**src/rtl/vga_timing_gen.sv**
```systemverilog
// Raster timing generator and pixel gate: emits pixel addresses, gates returned pixel data, and produces aligned sync/DE/start strobes.
// Latency: sync, DE, start strobes and pixel_out appear PIPE_LAT+1 cycles after the matching column_addr/row_addr.
// Backpressure: none; free-running at the pixel clock, and frame_sync re-phases the counters.
//
// Ports:
//   clk, rst (synchronous, active-low)      pixel clock and reset
//   frame_sync                              genlock pulse; loads FS_HLOAD/FS_VLOAD and applies a pending commit
//   column_addr, row_addr, addr_valid       raw raster position issued to the pixel source
//   pixel_in                                pixel data returned PIPE_LAT cycles after its address
//   pixel_out, de_out, hsync_out,           gated pixel data and timing outputs, all aligned to one another
//   vsync_out, frame_start, line_start
//   cfg_we, cfg_addr, cfg_wdata             shadow timing register writes (0..7 timing fields, 8 polarity)
//   cfg_commit, cfg_pending                 request and status of a shadow-to-active copy at the next frame boundary

module vga_timing_gen #(
   parameter int HBITS    = 12,
   parameter int VBITS    = 11,
   parameter int BPC      = 8,
   parameter int NCH      = 3,
   parameter int PIPE_LAT = 1,
   parameter int H_VIS    = 800,
   parameter int H_FP     = 40,
   parameter int H_SP     = 128,
   parameter int H_BP     = 88,
   parameter int V_VIS    = 600,
   parameter int V_FP     = 1,
   parameter int V_SP     = 4,
   parameter int V_BP     = 23,
   parameter bit HS_INV   = 1'b0,
   parameter bit VS_INV   = 1'b0,
   parameter int FS_HLOAD = H_VIS,
   parameter int FS_VLOAD = V_VIS
) (
   input  logic               clk,
   input  logic               rst,
   input  logic               frame_sync,
   output logic [HBITS-1:0]   column_addr,
   output logic [VBITS-1:0]   row_addr,
   output logic               addr_valid,
   input  logic [NCH*BPC-1:0] pixel_in,
   output logic [NCH*BPC-1:0] pixel_out,
   output logic               de_out,
   output logic               hsync_out,
   output logic               vsync_out,
   output logic               frame_start,
   output logic               line_start,
   input  logic               cfg_we,
   input  logic [3:0]         cfg_addr,
   input  logic [15:0]        cfg_wdata,
   input  logic               cfg_commit,
   output logic               cfg_pending
);

   typedef struct packed {
      logic [HBITS-1:0] hvis;
      logic [HBITS-1:0] hfp;
      logic [HBITS-1:0] hsp;
      logic [HBITS-1:0] hbp;
      logic [VBITS-1:0] vvis;
      logic [VBITS-1:0] vfp;
      logic [VBITS-1:0] vsp;
      logic [VBITS-1:0] vbp;
      logic             vs_inv;
      logic             hs_inv;
   } timing_t;

   typedef struct packed {
      logic hs;
      logic vs;
      logic de;
      logic sof;
      logic sol;
   } ctl_t;

   localparam timing_t TIM_DEF = {HBITS'(H_VIS), HBITS'(H_FP), HBITS'(H_SP), HBITS'(H_BP),
                                  VBITS'(V_VIS), VBITS'(V_FP), VBITS'(V_SP), VBITS'(V_BP),
                                  VS_INV, HS_INV};
   localparam logic [HBITS:0] H_ONE = (HBITS+1)'(1);
   localparam logic [VBITS:0] V_ONE = (VBITS+1)'(1);

   timing_t          act;
   timing_t          shd;
   logic [HBITS-1:0] hcnt;
   logic [VBITS-1:0] vcnt;

   // One extra bit so the running sums of the porch/sync fields do not wrap.
   logic [HBITS:0]   h_sync_start;
   logic [HBITS:0]   h_sync_end;
   logic [HBITS:0]   h_total;
   logic [VBITS:0]   v_sync_start;
   logic [VBITS:0]   v_sync_end;
   logic [VBITS:0]   v_total;
   logic             h_wrap;
   logic             v_wrap;
   logic             frame_end;
   logic             apply;
   ctl_t             raw;
   ctl_t             dly;
   logic             cfg_unused;

   // Only the low HBITS/VBITS of the write data are meaningful.
   assign cfg_unused = ^cfg_wdata;

   always_comb begin
      h_sync_start = {1'b0, act.hvis} + {1'b0, act.hfp};
      h_sync_end   = h_sync_start + {1'b0, act.hsp};
      h_total      = h_sync_end + {1'b0, act.hbp};
      v_sync_start = {1'b0, act.vvis} + {1'b0, act.vfp};
      v_sync_end   = v_sync_start + {1'b0, act.vsp};
      v_total      = v_sync_end + {1'b0, act.vbp};
   end

   assign h_wrap    = ({1'b0, hcnt} == (h_total - H_ONE));
   assign v_wrap    = ({1'b0, vcnt} == (v_total - V_ONE));
   assign frame_end = h_wrap & v_wrap;
   // Shadow is copied only at a frame boundary or on genlock, never mid-frame.
   assign apply     = cfg_pending & (frame_sync | frame_end);

   assign column_addr = hcnt;
   assign row_addr    = vcnt;
   assign addr_valid  = (hcnt < act.hvis) && (vcnt < act.vvis);

   // A zero-width sync field gives start == end, so the window is empty.
   assign raw.hs  = ({1'b0, hcnt} >= h_sync_start) && ({1'b0, hcnt} < h_sync_end);
   assign raw.vs  = ({1'b0, vcnt} >= v_sync_start) && ({1'b0, vcnt} < v_sync_end);
   assign raw.de  = addr_valid;
   assign raw.sof = addr_valid && (hcnt == '0) && (vcnt == '0);
   assign raw.sol = addr_valid && (hcnt == '0);

   // Raster counters, commit handshake and shadow/active timing registers.
   always_ff @(posedge clk) begin
      if (!rst) begin
         hcnt        <= '0;
         vcnt        <= '0;
         act         <= TIM_DEF;
         shd         <= TIM_DEF;
         cfg_pending <= 1'b0;
      end else begin
         if (frame_sync) begin
            hcnt <= HBITS'(FS_HLOAD);
            vcnt <= VBITS'(FS_VLOAD);
         end else if (h_wrap) begin
            hcnt <= '0;
            vcnt <= v_wrap ? '0 : vcnt + VBITS'(1);
         end else begin
            hcnt <= hcnt + HBITS'(1);
         end

         if (apply) begin
            act <= shd;
         end
         // A commit landing on the apply cycle stays pending for the next boundary.
         cfg_pending <= cfg_commit | (cfg_pending & ~apply);

         // A write on the apply cycle lands in shadow after the old value is copied.
         if (cfg_we) begin
            case (cfg_addr)
               4'd0:    shd.hvis <= cfg_wdata[HBITS-1:0];
               4'd1:    shd.hfp  <= cfg_wdata[HBITS-1:0];
               4'd2:    shd.hsp  <= cfg_wdata[HBITS-1:0];
               4'd3:    shd.hbp  <= cfg_wdata[HBITS-1:0];
               4'd4:    shd.vvis <= cfg_wdata[VBITS-1:0];
               4'd5:    shd.vfp  <= cfg_wdata[VBITS-1:0];
               4'd6:    shd.vsp  <= cfg_wdata[VBITS-1:0];
               4'd7:    shd.vbp  <= cfg_wdata[VBITS-1:0];
               4'd8: begin
                  shd.hs_inv <= cfg_wdata[0];
                  shd.vs_inv <= cfg_wdata[1];
               end
               default: ;
            endcase
         end
      end
   end

   // Delay line matching the pixel source latency.
   generate
      if (PIPE_LAT == 0) begin : g_no_dly
         assign dly = raw;
      end else begin : g_dly
         ctl_t pipe [PIPE_LAT];
         always_ff @(posedge clk) begin
            if (!rst) begin
               for (int i = 0; i < PIPE_LAT; i++) pipe[i] <= '0;
            end else begin
               pipe[0] <= raw;
               for (int i = 1; i < PIPE_LAT; i++) pipe[i] <= pipe[i-1];
            end
         end
         assign dly = pipe[PIPE_LAT-1];
      end
   endgenerate

   // Output stage; pixel_in is sampled on the cycle its delayed DE leaves the line.
   // Polarity uses the live active value, so a commit can flip it mid-pipeline.
   always_ff @(posedge clk) begin
      if (!rst) begin
         pixel_out   <= '0;
         de_out      <= 1'b0;
         hsync_out   <= HS_INV;
         vsync_out   <= VS_INV;
         frame_start <= 1'b0;
         line_start  <= 1'b0;
      end else begin
         pixel_out   <= dly.de ? pixel_in : '0;
         de_out      <= dly.de;
         hsync_out   <= dly.hs ^ act.hs_inv;
         vsync_out   <= dly.vs ^ act.vs_inv;
         frame_start <= dly.sof;
         line_start  <= dly.sol;
      end
   end

endmodule

```
**config.mk**
```make
export PLATFORM = sky130hd
export DESIGN_NAME = vga_timing_gen
export DESIGN_NICKNAME = d
export VERILOG_FILES = /design/src/rtl/vga_timing_gen.sv
export SDC_FILE = /design/constraint.sdc
export NUM_CORES = 1
export LEC_CHECK = 0
export CAP_MARGIN = 15
export CORE_ASPECT_RATIO = 0.8
export CORE_MARGIN = 3
export CORE_UTILIZATION = 60
export CTS_CLUSTER_DIAMETER = 60
export DETAILED_ROUTE_END_ITERATION = 10
export DONT_BUFFER_PORTS = 1
export PLACE_DENSITY_LB_ADDON = 0.3
export SLEW_MARGIN = 30
export SYNTH_ARGS = -nofsm -noshare
export SYNTH_HDL_FRONTEND = slang
export SYNTH_SLANG_ARGS = --single-unit
```
**constraint.sdc**
```tcl
create_clock -name clk -period 15.9 [get_ports clk]
set_input_delay 1.59 -clock clk [delete_from_list [all_inputs] [get_ports clk]]
set_output_delay 1.59 -clock clk [all_outputs]
set_load 0.01 [all_outputs]
```
==> reports/results.ini, run 1 <==
[sta]
period_minus_slack_ps = 7360
slew_headroom_pct = 43.3
worst_pin_slew_ps = 848
setup_viol = 0
grt_setup_unrepaired = no
slew_viol_final = 0
layout_worst_path_cycle_share_pct = 46.3
fin_tns_setup_ps = 0
clock_skew_ps = 12.6
hold_viol_final = 0
fmax_ghz = 0.136

[grt]
grt_usage_pct = 25.4
antenna_found_initial = 0
grt_pass1_vias = 9988
grt_pass1_wl_mm = 51.5
grt_max_degree = 160
grt.overflow.total = 0

[clock_tree]
cts_tree = done
clk_pin_slew_ps = 60
clock_sinks = 246
clock_path_buffers = 3
clk_latency_ps = 530
cts-root-buf = clkbuf_16
cts_resized = 0
postCtsHoldBufs = 0
h-tree-depth = 1
postCtsSetupRepairBufs = 0
numCtsBuffers = 25

[hold_path]
min_to = line_start$_SDFF_PN0_
min_path_cells = 1
worstHoldPathType = flip-flop to flip-flop
hp-start = g_dly.pipe[0][0]$_SDFF_PN0_

[synth]
ys_types = 61
syn_inst = 1612
ys.flop_type = dfxtp_1
ys_ff_latch = 246
yosys_warnings = 0
async_reset_ff_share_pct = 0
avgSynthCellArea_sq_um = 8.55
synth_nets = 1824
syn_area_sq_um = 13800
synth_edf_count = 0
seq_area_frac_synth_pct = 35.7

[setup_path]
r2r_slack_ps = 8540
critPathMaxFanout = 55
arrival_ps = 7770
reg2reg_depth = 33
path_class = flip-flop to flip-flop
r2r_end = act[73]$_SDFFE_PN1P_
crit_required_ps = 16310
r2r-start = act[71]$_SDFFE_PN0P_
end_kind = flip-flop
slowest_stage = buf_4
slowest_delay_ps = 650
startpoint_type = flip-flop

[drt]
drt_iter0_drc = 999
wirelength_mm = 32.1
vias = 10800
ant_nets = 0
drc_errors = 0
avgRoutedWirePerCell_um = 17.0
viasPerCell = 5.69
first_pass_iters = 5

[run]
maxCapViolCount = 0

[floorplanning]
start_util_pct = 62.5
row_count = 48
coreArea_sq_um = 22000
dieArea_sq_um = 24800
ios = 103
die_y_um = 142
die_x_um = 175

[pwr]
p_total_w = 0.00132
ir_drop_v = 0.0000849
p_per_area_nw_per_um2 = 89.1
leakage_nw = 6.89

[placed_design]
dp_hpwl_mm = 23.1
placed_area_sq_um = 13900
portBuffers = 0
gp_congestion = 0.893

[finish]
layout.nets = 1782
drive_above_1_share_pct = 4.09
multi_input_area_sq_um = 8020
fin_area_sq_um = 14800
regArea_sq_um = 4920
n_antenna_cell = 0
final_common_cell = dfxtp_1
areaGrowthSynthToFinish_pct = 7.33
n_fill_cell = 1777
utilization_pct = 67.1
mostFrequentLayoutCells = dfxtp_1, nand2_1, ha_1

[run_status]
status = finished clean

report_power, final:
| part | leakage, nW | total (W) | internal, W | switching [W] |
|---|---|---|---|---|
| clock network | 0.414 | 0.000608 | 0.000361 | 0.000246 |
| logic | 4.49 | 0.0000694 | 0.0000300 | 0.0000394 |
| registers | 1.99 | 0.000640 | 0.000626 | 0.0000144 |
| total | 6.89 | 0.00132 | 0.00102 | 0.000300 |
flip-flops by register name, summed over array words and instances, names as in the netlist, 5 cells and up:
register     flops
row_addr        11
act             94
column_addr     12
g_dly.pipe       5
shd             94
pixel_out       24
cell families (layout without fill, tap and decap cells):
group                    Yosys count  count (layout)  synth area share, %
adder cells (fa/ha/maj)          164             164                 15.2
buffers and inverters            217             193                 6.26
XOR/XNOR                          93              93                 6.06
AO/OA/AOI/OAI                    273             273                 12.1
AND/OR/NAND/NOR                  515             515                 17.1
flip-flops                       246             246                 35.7
multiplexers                     104             104                 7.55
Yosys cell counts (4+ instances only):
cell type	n	area, sq um
a211oi_1	7	52.6
a21o_1	34	255
a21oi_1	92	460
and2_1	9	56.3
and3_1	39	244
buf_4	9	67.6
clkbuf_1	63	236
dfxtp_1	246	4920
fa_1	6	120
ha_1	157	1960
inv_1	139	522
mux2i_1	104	1040
nand2_1	178	668
nand2b_1	22	138
nand3_1	76	380
nand3b_1	4	30.0
nand4_1	7	43.8
nor2_1	129	484
nor2b_1	11	68.8
nor3_1	20	100
nor4_1	7	43.8
o2111ai_1	4	35.0
o211ai_1	7	52.6
o21a_1	9	67.6
o21ai_0	40	200
o21ai_1	42	210
o21bai_1	7	52.6
xnor2_1	56	490
xor2_1	35	307
layer usage:
metal,vias to the layer above,track usage [%],share of wire (%)
met2,341,38.3,41
met4,0,5.75,1.8
met1,4981,37.6,49
met5,-,0,0
met3,38,5.24,7.7
li1,5391,-,-
final cells by class:
type	count	share of cell area [%]
clock inverters	13	1.07
inverters	140	3.56
flip-flops and latches	246	33.3
repair buffers	8	0.567
well taps	300	2.54
multi-input cells	1149	54.2
clock buffers	32	4.75
how the worst max path moves through the flow:
stage	start	endpoint	cells after the start
after floorplan	act[71]$_SDFFE_PN0P_	act[50]$_SDFFE_PN1P_	33
after global placement	act[71]$_SDFFE_PN0P_	act[71]$_SDFFE_PN0P_	32
after detailed placement	act[71]$_SDFFE_PN0P_	act[84]$_SDFFE_PN0P_	32
after CTS	act[71]$_SDFFE_PN0P_	act[37]$_SDFFE_PN0P_	32
after global routing	act[71]$_SDFFE_PN0P_	act[84]$_SDFFE_PN0P_	33
final	act[71]$_SDFFE_PN0P_	act[73]$_SDFFE_PN1P_	33
worst max-delay path, delay by kind of cell (launching register included):
kind / cells / cell delay, ps
AO/OA/AOI/OAI: 12 / 2250
XOR/XNOR: 4 / 670
adder cells (fa/ha/maj): 3 / 1040
buffers and inverters: 5 / 1770
flip-flops: 1 / 340
multiplexers: 1 / 250
AND/OR/NAND/NOR: 8 / 850
metrics by stage:
| step | cells | setup slack [ps] | hold slack (ps) |
|---|---|---|---|
| after global placement | 1842 | 8690 | 415 |
| final | 1888 | 8540 | 429 |
| after global routing | 1888 | 7940 | 441 |
| after detailed placement | 1842 | 8500 | 420 |
| after floorplan | 1612 | 10320 | 412 |
| after CTS | 1887 | 8470 | 433 |
No activity file was read; power rests on OpenSTA's default activity.
==> run 2, diff against run 1 <==
ABC_AREA = 1   (was unset)
clock period = 7.7 ns   (was 15.9 ns; I/O delays follow)
==> reports/results.ini, run 2 <==
[setup_path]
crit_required_ps = 8120  ; -8190 ps
setup.worst_path.end = act[53]$_SDFFE_PN0P_
reg2reg_depth = 32  ; -3.0%
crit_start = act[82]$_SDFFE_PN0P_
end_kind = flip-flop
path_class = flip-flop to flip-flop
critPathMaxFanout = 45  ; -18%
r2r_end = act[53]$_SDFFE_PN0P_
cp_common_cell = nand2_1
r2r_slack_ps = 1440  ; -7110 ps
startpoint_type = flip-flop
slowest_stage = buf_4
r2r-start = act[82]$_SDFFE_PN0P_
arrival_ps = 6680  ; -1090 ps
slowest_delay_ps = 510  ; -140 ps

[clock_tree]
cts_tree = done
postCtsSetupRepairBufs = 0  ; unchanged
clock_path_buffers = 3  ; unchanged
clk_latency_ps = 540  ; about the same
cts-root-buf = clkbuf_16
cts_resized = 0  ; unchanged
numCtsBuffers = 25  ; unchanged
clock_sinks = 246  ; unchanged
clk_pin_slew_ps = 60  ; about the same
postCtsHoldBufs = 0  ; unchanged
h-tree-depth = 1  ; unchanged

[sta]
clock_skew_ps = 21.0  ; +8.41 ps
fmax_ghz = 0.160  ; +17%
hold_viol_final = 0  ; unchanged
fin_tns_setup_ps = 0  ; unchanged
worst_pin_slew_ps = 844  ; -4.10 ps
period_minus_slack_ps = 6260  ; -1090 ps
slew_viol_final = 0  ; unchanged
grt_setup_unrepaired = no
layout_worst_path_cycle_share_pct = 81.3  ; +35 points
slew_headroom_pct = 43.6  ; +0.31 points
setup_viol = 0  ; unchanged

[synth]
synth_top_area_share_pct = 33.0  ; -2.7 points
ys.flop_type = dfxtp_1
synth_common_cells = nand2_1, inv_1, dfxtp_1, a21oi_1, nand3_1
syn_inst = 2119  ; +31%
async_reset_ff_share_pct = 0  ; unchanged
synth_nets = 2331  ; +28%
synth_area_leader_cell = dfxtp_1
seq_area_frac_synth_pct = 33.0  ; -2.7 points
synth_edf_count = 0  ; unchanged
synth.most_common_cell = nand2_1
syn_area_sq_um = 14900  ; +8.2%
yosys_warnings = 0  ; unchanged
ys_types = 46  ; -25%
synthTopCellsByArea = dfxtp_1, ha_1, nand2_1, inv_1, a21oi_1
avgSynthCellArea_sq_um = 7.04  ; -18%
ys_ff_latch = 246  ; unchanged

[drt]
drc_errors = 2  ; +2
avgRoutedWirePerCell_um = 15.4  ; -9.5%
wirelength_mm = 37.0  ; +15%
ant_nets = 0  ; unchanged
drt_iter0_drc = 1299  ; +30%
vias = 13300  ; +23%
first_pass_iters = 8  ; +3
viasPerCell = 5.51  ; -3.2%

[pwr]
ir_drop_v = 0.000161  ; +89%
pwr-share-comb_pct = 36.5  ; +31 points
p_clk_share_pct = 30.9  ; -15 points
internal_power_w = 0.00269  ; +160%
seqPwrFrac_pct = 32.6  ; -16 points
leakage_nw = 7.62  ; +11%
p_per_area_nw_per_um2 = 267  ; +200%
p_sw_share_pct = 36.5  ; +14 points
p_sw_w = 0.00155  ; +420%

[floorplanning]
die_x_um = 182  ; +3.9%
start_util_pct = 62.4  ; -0.11 points
row_count = 50  ; +4.2%
coreArea_sq_um = 23900  ; +8.4%
dieArea_sq_um = 26800  ; +7.9%
die_y_um = 147  ; +3.9%
ios = 103  ; unchanged

[finish]
areaGrowthSynthToFinish_pct = 6.33
n_fill_cell = 2074  ; +17%
drive_above_1_share_pct = 3.73  ; -0.36 points
fin_area_sq_um = 15900  ; +7.2%
reg_top3 = act x94, shd x94, pixel_out x24
mostFrequentLayoutCells = nand2_1, inv_1, dfxtp_1
layout.nets = 2287  ; +28%
final_common_cell = nand2_1

[grt]
grt_pass1_vias = 12100  ; +21%
grt_max_degree = 199  ; +24%
grt.overflow.total = 0  ; unchanged
grt_pass1_wl_mm = 60.0  ; +17%
antenna_found_initial = 1  ; +1
grt_usage_pct = 26.8  ; +1.4 points

[hold_path]
min_path_cells = 2  ; +1
worstHoldPathType = input pin to flip-flop

[placed_design]
placed_area_sq_um = 15000  ; +7.7%
dp_hpwl_mm = 26.5  ; +15%
portBuffers = 0  ; unchanged
gp_congestion = 0.920  ; +3.0%

[run_status]
violations = DRC
status = finished, violations left

[run]
maxCapViolCount = 0  ; unchanged

[run 2: cell types whose count changed after synthesis, moves of 61 or more]
cell,change
a21oi_1,+147
nand3_1,+120
o21ai_0,+61
mux2i_1,-104
inv_1,+189
nand2_1,+212
[run 2: worst min path at each step]
stage                                     start                       end  slack, ps
global placement    g_dly.pipe[0][0]$_SDFF_PN0_     line_start$_SDFF_PN0_        400
floorplan           g_dly.pipe[0][1]$_SDFF_PN0_    frame_start$_SDFF_PN0_        390
global route                       pixel_in[19]  pixel_out[19]$_SDFF_PN0_        340
detailed placement  g_dly.pipe[0][1]$_SDFF_PN0_    frame_start$_SDFF_PN0_        400
finish                              pixel_in[1]   pixel_out[1]$_SDFF_PN0_        340
CTS                                 pixel_in[1]   pixel_out[1]$_SDFF_PN0_        330
[run 2: layout make-up]
type | count | area [sq um] | area share (%)
Clock inverter | 13 | 206 | 1.30
Clock buffer | 30 | 674 | 4.25
Antenna cell | 1 | 2.50 | 0.0158
Inverter | 339 | 1270 | 8.02
Sequential cell | 246 | 4930 | 31.1
Timing Repair Buffer | 6 | 57.6 | 0.363
Tap cell | 312 | 390 | 2.46
Multi-Input combinational cell | 1457 | 8330 | 52.5
[run 2: cells by family after synthesis]
family	count (synthesis)	synth area share, %
flip-flops	246	33.0
AO/OA/AOI/OAI	381	13.6
buffers and inverters	416	11.1
AND/OR/NAND/NOR	847	24.4
adder cells (fa/ha/maj)	163	14.0
XOR/XNOR	66	3.88
[run 2: stage by stage]
stage | setup slack, ps | utilization, % | instances | power, W | hold slack [ps]
detailed placement | 1640 | 62.7 | 2360 | 0.00292 | 402
finish | 1440 | 66.4 | 2404 | 0.00424 | 337
CTS | 1510 | 66.4 | 2403 | 0.00423 | 325
global placement | 1780 | 62.7 | 2360 | 0.00287 | 396
floorplan | 2880 | - | 2119 | 0.00265 | 390
global route | 933 | 66.4 | 2403 | 0.00454 | 337
[run 2: power by group through the flow]
stage | sequential (W) | clock, W | combinational [W]
after floorplan | 0.00139 | 0 | 0.00127
after CTS | 0.00138 | 0.00132 | 0.00153
after global placement | 0.00140 | 0 | 0.00146
after detailed placement | 0.00141 | 0 | 0.00152
after global routing | 0.00138 | 0.00137 | 0.00178
final | 0.00138 | 0.00131 | 0.00155
[run 2: per-layer routing]
metal	vias up	routed length, um	track usage (%)
li1	6779	-	-
met1	6014	18100	41.0
met2	415	15500	39.9
met3	48	2750	4.26
met4	0	664	5.44
met5	-	0	0
[run 2: critical path: cells and delay by family, from the launching register on]
kind | cells | cell delay (ps)
AND/OR/NAND/NOR | 14 | 1900
adder cells (fa/ha/maj) | 5 | 1550
AO/OA/AOI/OAI | 6 | 1060
buffers and inverters | 5 | 760
XOR/XNOR | 2 | 470
flip-flops | 1 | 370
==> run 3, diff against run 2 <==
CORE_UTILIZATION = 59   (was 60)
clock period = 5.07 ns   (was 7.7 ns; I/O delays follow)
==> reports/results.ini, run 3 (synthesized netlist as in run 2, its figures left out) <==
[run_status]
status = finished, violations left
violations = setup timing

[drt]
ant_nets = 0  ; unchanged
viasPerCell = 5.53  ; +0.31%
first_pass_iters = 6  ; -2
avgRoutedWirePerCell_um = 16.3  ; +5.6%
drc_errors = 0  ; -2
vias = 14200  ; +7.2%
wirelength_mm = 41.8  ; +13%
drt_iter0_drc = 1335  ; +2.8%

[finish]
final_common_cell = nand2_1
layout.nets = 2443  ; +6.8%
fin_area_sq_um = 17900  ; +13%
n_antenna_cell = 0  ; -1
drive_above_1_share_pct = 15.6  ; +12 points
n_fill_cell = 1814  ; -13%
reg_top3 = act x94, shd x94, pixel_out x24
areaGrowthSynthToFinish_pct = 20.3
post_layout_nonfiller_instances = 2568  ; +6.8%
mostFrequentLayoutCells = nand2_1, inv_1, dfxtp_1

[hold_path]
worstHoldPathType = input pin to flip-flop

[pwr]
p_clk_share_pct = 26.9  ; -4.0 points
seqPwrFrac_pct = 27.7  ; -4.9 points
p_sw_w = 0.00279  ; +80%
p_per_area_nw_per_um2 = 423  ; +58%
pwr-share-comb_pct = 45.4  ; +8.9 points
p_total_w = 0.00758  ; +79%
internal_power_w = 0.00479  ; +78%
ir_drop_v = 0.000341  ; +110%
p_sw_share_pct = 36.8  ; +0.28 points
leakage_nw = 8.54  ; +12%

[setup_path]
crit_required_ps = 5520  ; -2600 ps
end_kind = flip-flop
startpoint_type = flip-flop
path_class = flip-flop to flip-flop
slowest_delay_ps = 430  ; -80 ps
arrival_ps = 5710  ; -970 ps
slowest_stage = fa_2
crit_family = adder cells
crit_buf_inv = 6  ; +1
critPathMaxFanout = 7  ; -84%

[clock_tree]
numCtsBuffers = 27  ; +8.0%
clk_latency_ps = 560  ; +20 ps
h-tree-depth = 1  ; unchanged
cts-root-buf = clkbuf_16
clk_pin_slew_ps = 70  ; about the same
cts_tree = done
clock_path_buffers = 3  ; unchanged
clock_sinks = 246  ; unchanged

[sta]
clock_skew_ps = 21.8  ; +0.712 ps
layout_worst_path_cycle_share_pct = 104  ; +22 points
hold_slack_ps = 54.3  ; -283 ps
setup_slack_ps = -188  ; -1620 ps
period_minus_slack_ps = 5260  ; -1010 ps
hold_viol_final = 0  ; unchanged
worst_pin_slew_ps = 817  ; -27.2 ps
setup_viol = 100  ; +100
slew_viol_final = 0  ; unchanged
slew_headroom_pct = 45.6  ; +1.9 points
grt_setup_unrepaired = yes
fmax_ghz = 0.190  ; +19%

[floorplanning]
die_x_um = 184  ; +0.81%
start_util_pct = 60.7  ; -1.7 points
row_count = 51  ; +2.0%
ios = 103  ; unchanged
die_y_um = 148  ; +0.81%
coreArea_sq_um = 24600  ; +2.8%
dieArea_sq_um = 27200  ; +1.6%

[grt]
grt_pass1_wl_mm = 63.7  ; +6.1%
grt_max_degree = 199  ; unchanged
grt.overflow.total = 0  ; unchanged
grt_pass1_vias = 13000  ; +8.0%
grt_usage_pct = 28.3  ; +1.5 points
antenna_found_initial = 0  ; -1

[run]
maxCapViolCount = 0  ; unchanged

[placed_design]
dp_hpwl_mm = 27.7  ; +4.5%
placed_area_sq_um = 16000  ; +6.5%
portBuffers = 0  ; unchanged
place_inst = 2490  ; +5.5%
pre_cts_ws_ps = -283  ; -1920 ps
gp_congestion = 0.898  ; -2.3%

-- run 3: cell types whose count changed in the layout (fill, tap and decap cells not counted), moves of 15 or more --
cell     change
a21oi_1     -19
nand3_1     -18
xor2_1      -15
nand3_2     +18
nand2_1     -18
a21oi_2     +16
buf_4      +132
-- run 3: through the flow --
stage	utilization, %	setup TNS [ps]
2_1_floorplan	-	0
3_3_place_gp	64.9	-12360
3_5_place_dp	64.9	-22460
4_1_cts	70.3	-1.84
5_1_grt	73.0	-36610
6_report	73.0	-11940
-- run 3: power groups by stage --
stage | logic, W | clock network (W) | registers [W]
2_1_floorplan | 0.00192 | 0 | 0.00211
3_3_place_gp | 0.00274 | 0 | 0.00214
3_5_place_dp | 0.00285 | 0 | 0.00214
4_1_cts | 0.00308 | 0.00205 | 0.00210
5_1_grt | 0.00383 | 0.00213 | 0.00211
6_report | 0.00344 | 0.00204 | 0.00210
-- run 3: path summary, 6_finish.rpt --
check | from | slack, ps | endpoint | cells past startpoint
max | act[24]$_SDFFE_PN1P_ | -190 | act[14]$_SDFFE_PN0P_ | 33
min | pixel_in[21] | 50 | pixel_out[21]$_SDFF_PN0_ | 2
max reg2reg | act[24]$_SDFFE_PN1P_ | -190 | act[14]$_SDFFE_PN0P_ | 33
min reg2reg | g_dly.pipe[0][0]$_SDFF_PN0_ | 410 | line_start$_SDFF_PN0_ | 2
-- run 3: worst register-to-register path: cells and delay by family, from the launching register on --
kind	cells	cell delay (ps)
and+or+nand+nor	15	1380
DFF	1	360
adders and majority gates	5	1510
AOI/OAI and AO/OA	5	810
xor gates and xnor gates	2	450
buffers and inverters	6	650
-- run 3: per-layer routing --
layer,vias up,track usage [%],routed length (um)
met3,84,5.87,3650
met1,6517,40.1,18700
met4,0,7.33,1090
met5,-,0,0
met2,542,44.1,18400
li1,7061,-,-
-- run 3: repair_timing --
action	CTS	global route
pin swaps	35	66
cloned	0	8
buffers inserted	14	8
setup endpoints to repair	117	118
resized for setup	62	100
hold buffers	0	0
-- run 3: cell type report --
class                   count  area (sq um)  share of cell area [%]
multi-input cells        1458          9010                    50.2
clock buffers              33           738                    4.11
clock inverters            15           183                    1.02
inverters                 339          1270                    7.11
repair buffers            159          1410                    7.83
well taps                 318           398                    2.22
flip-flops and latches    246          4940                    27.5
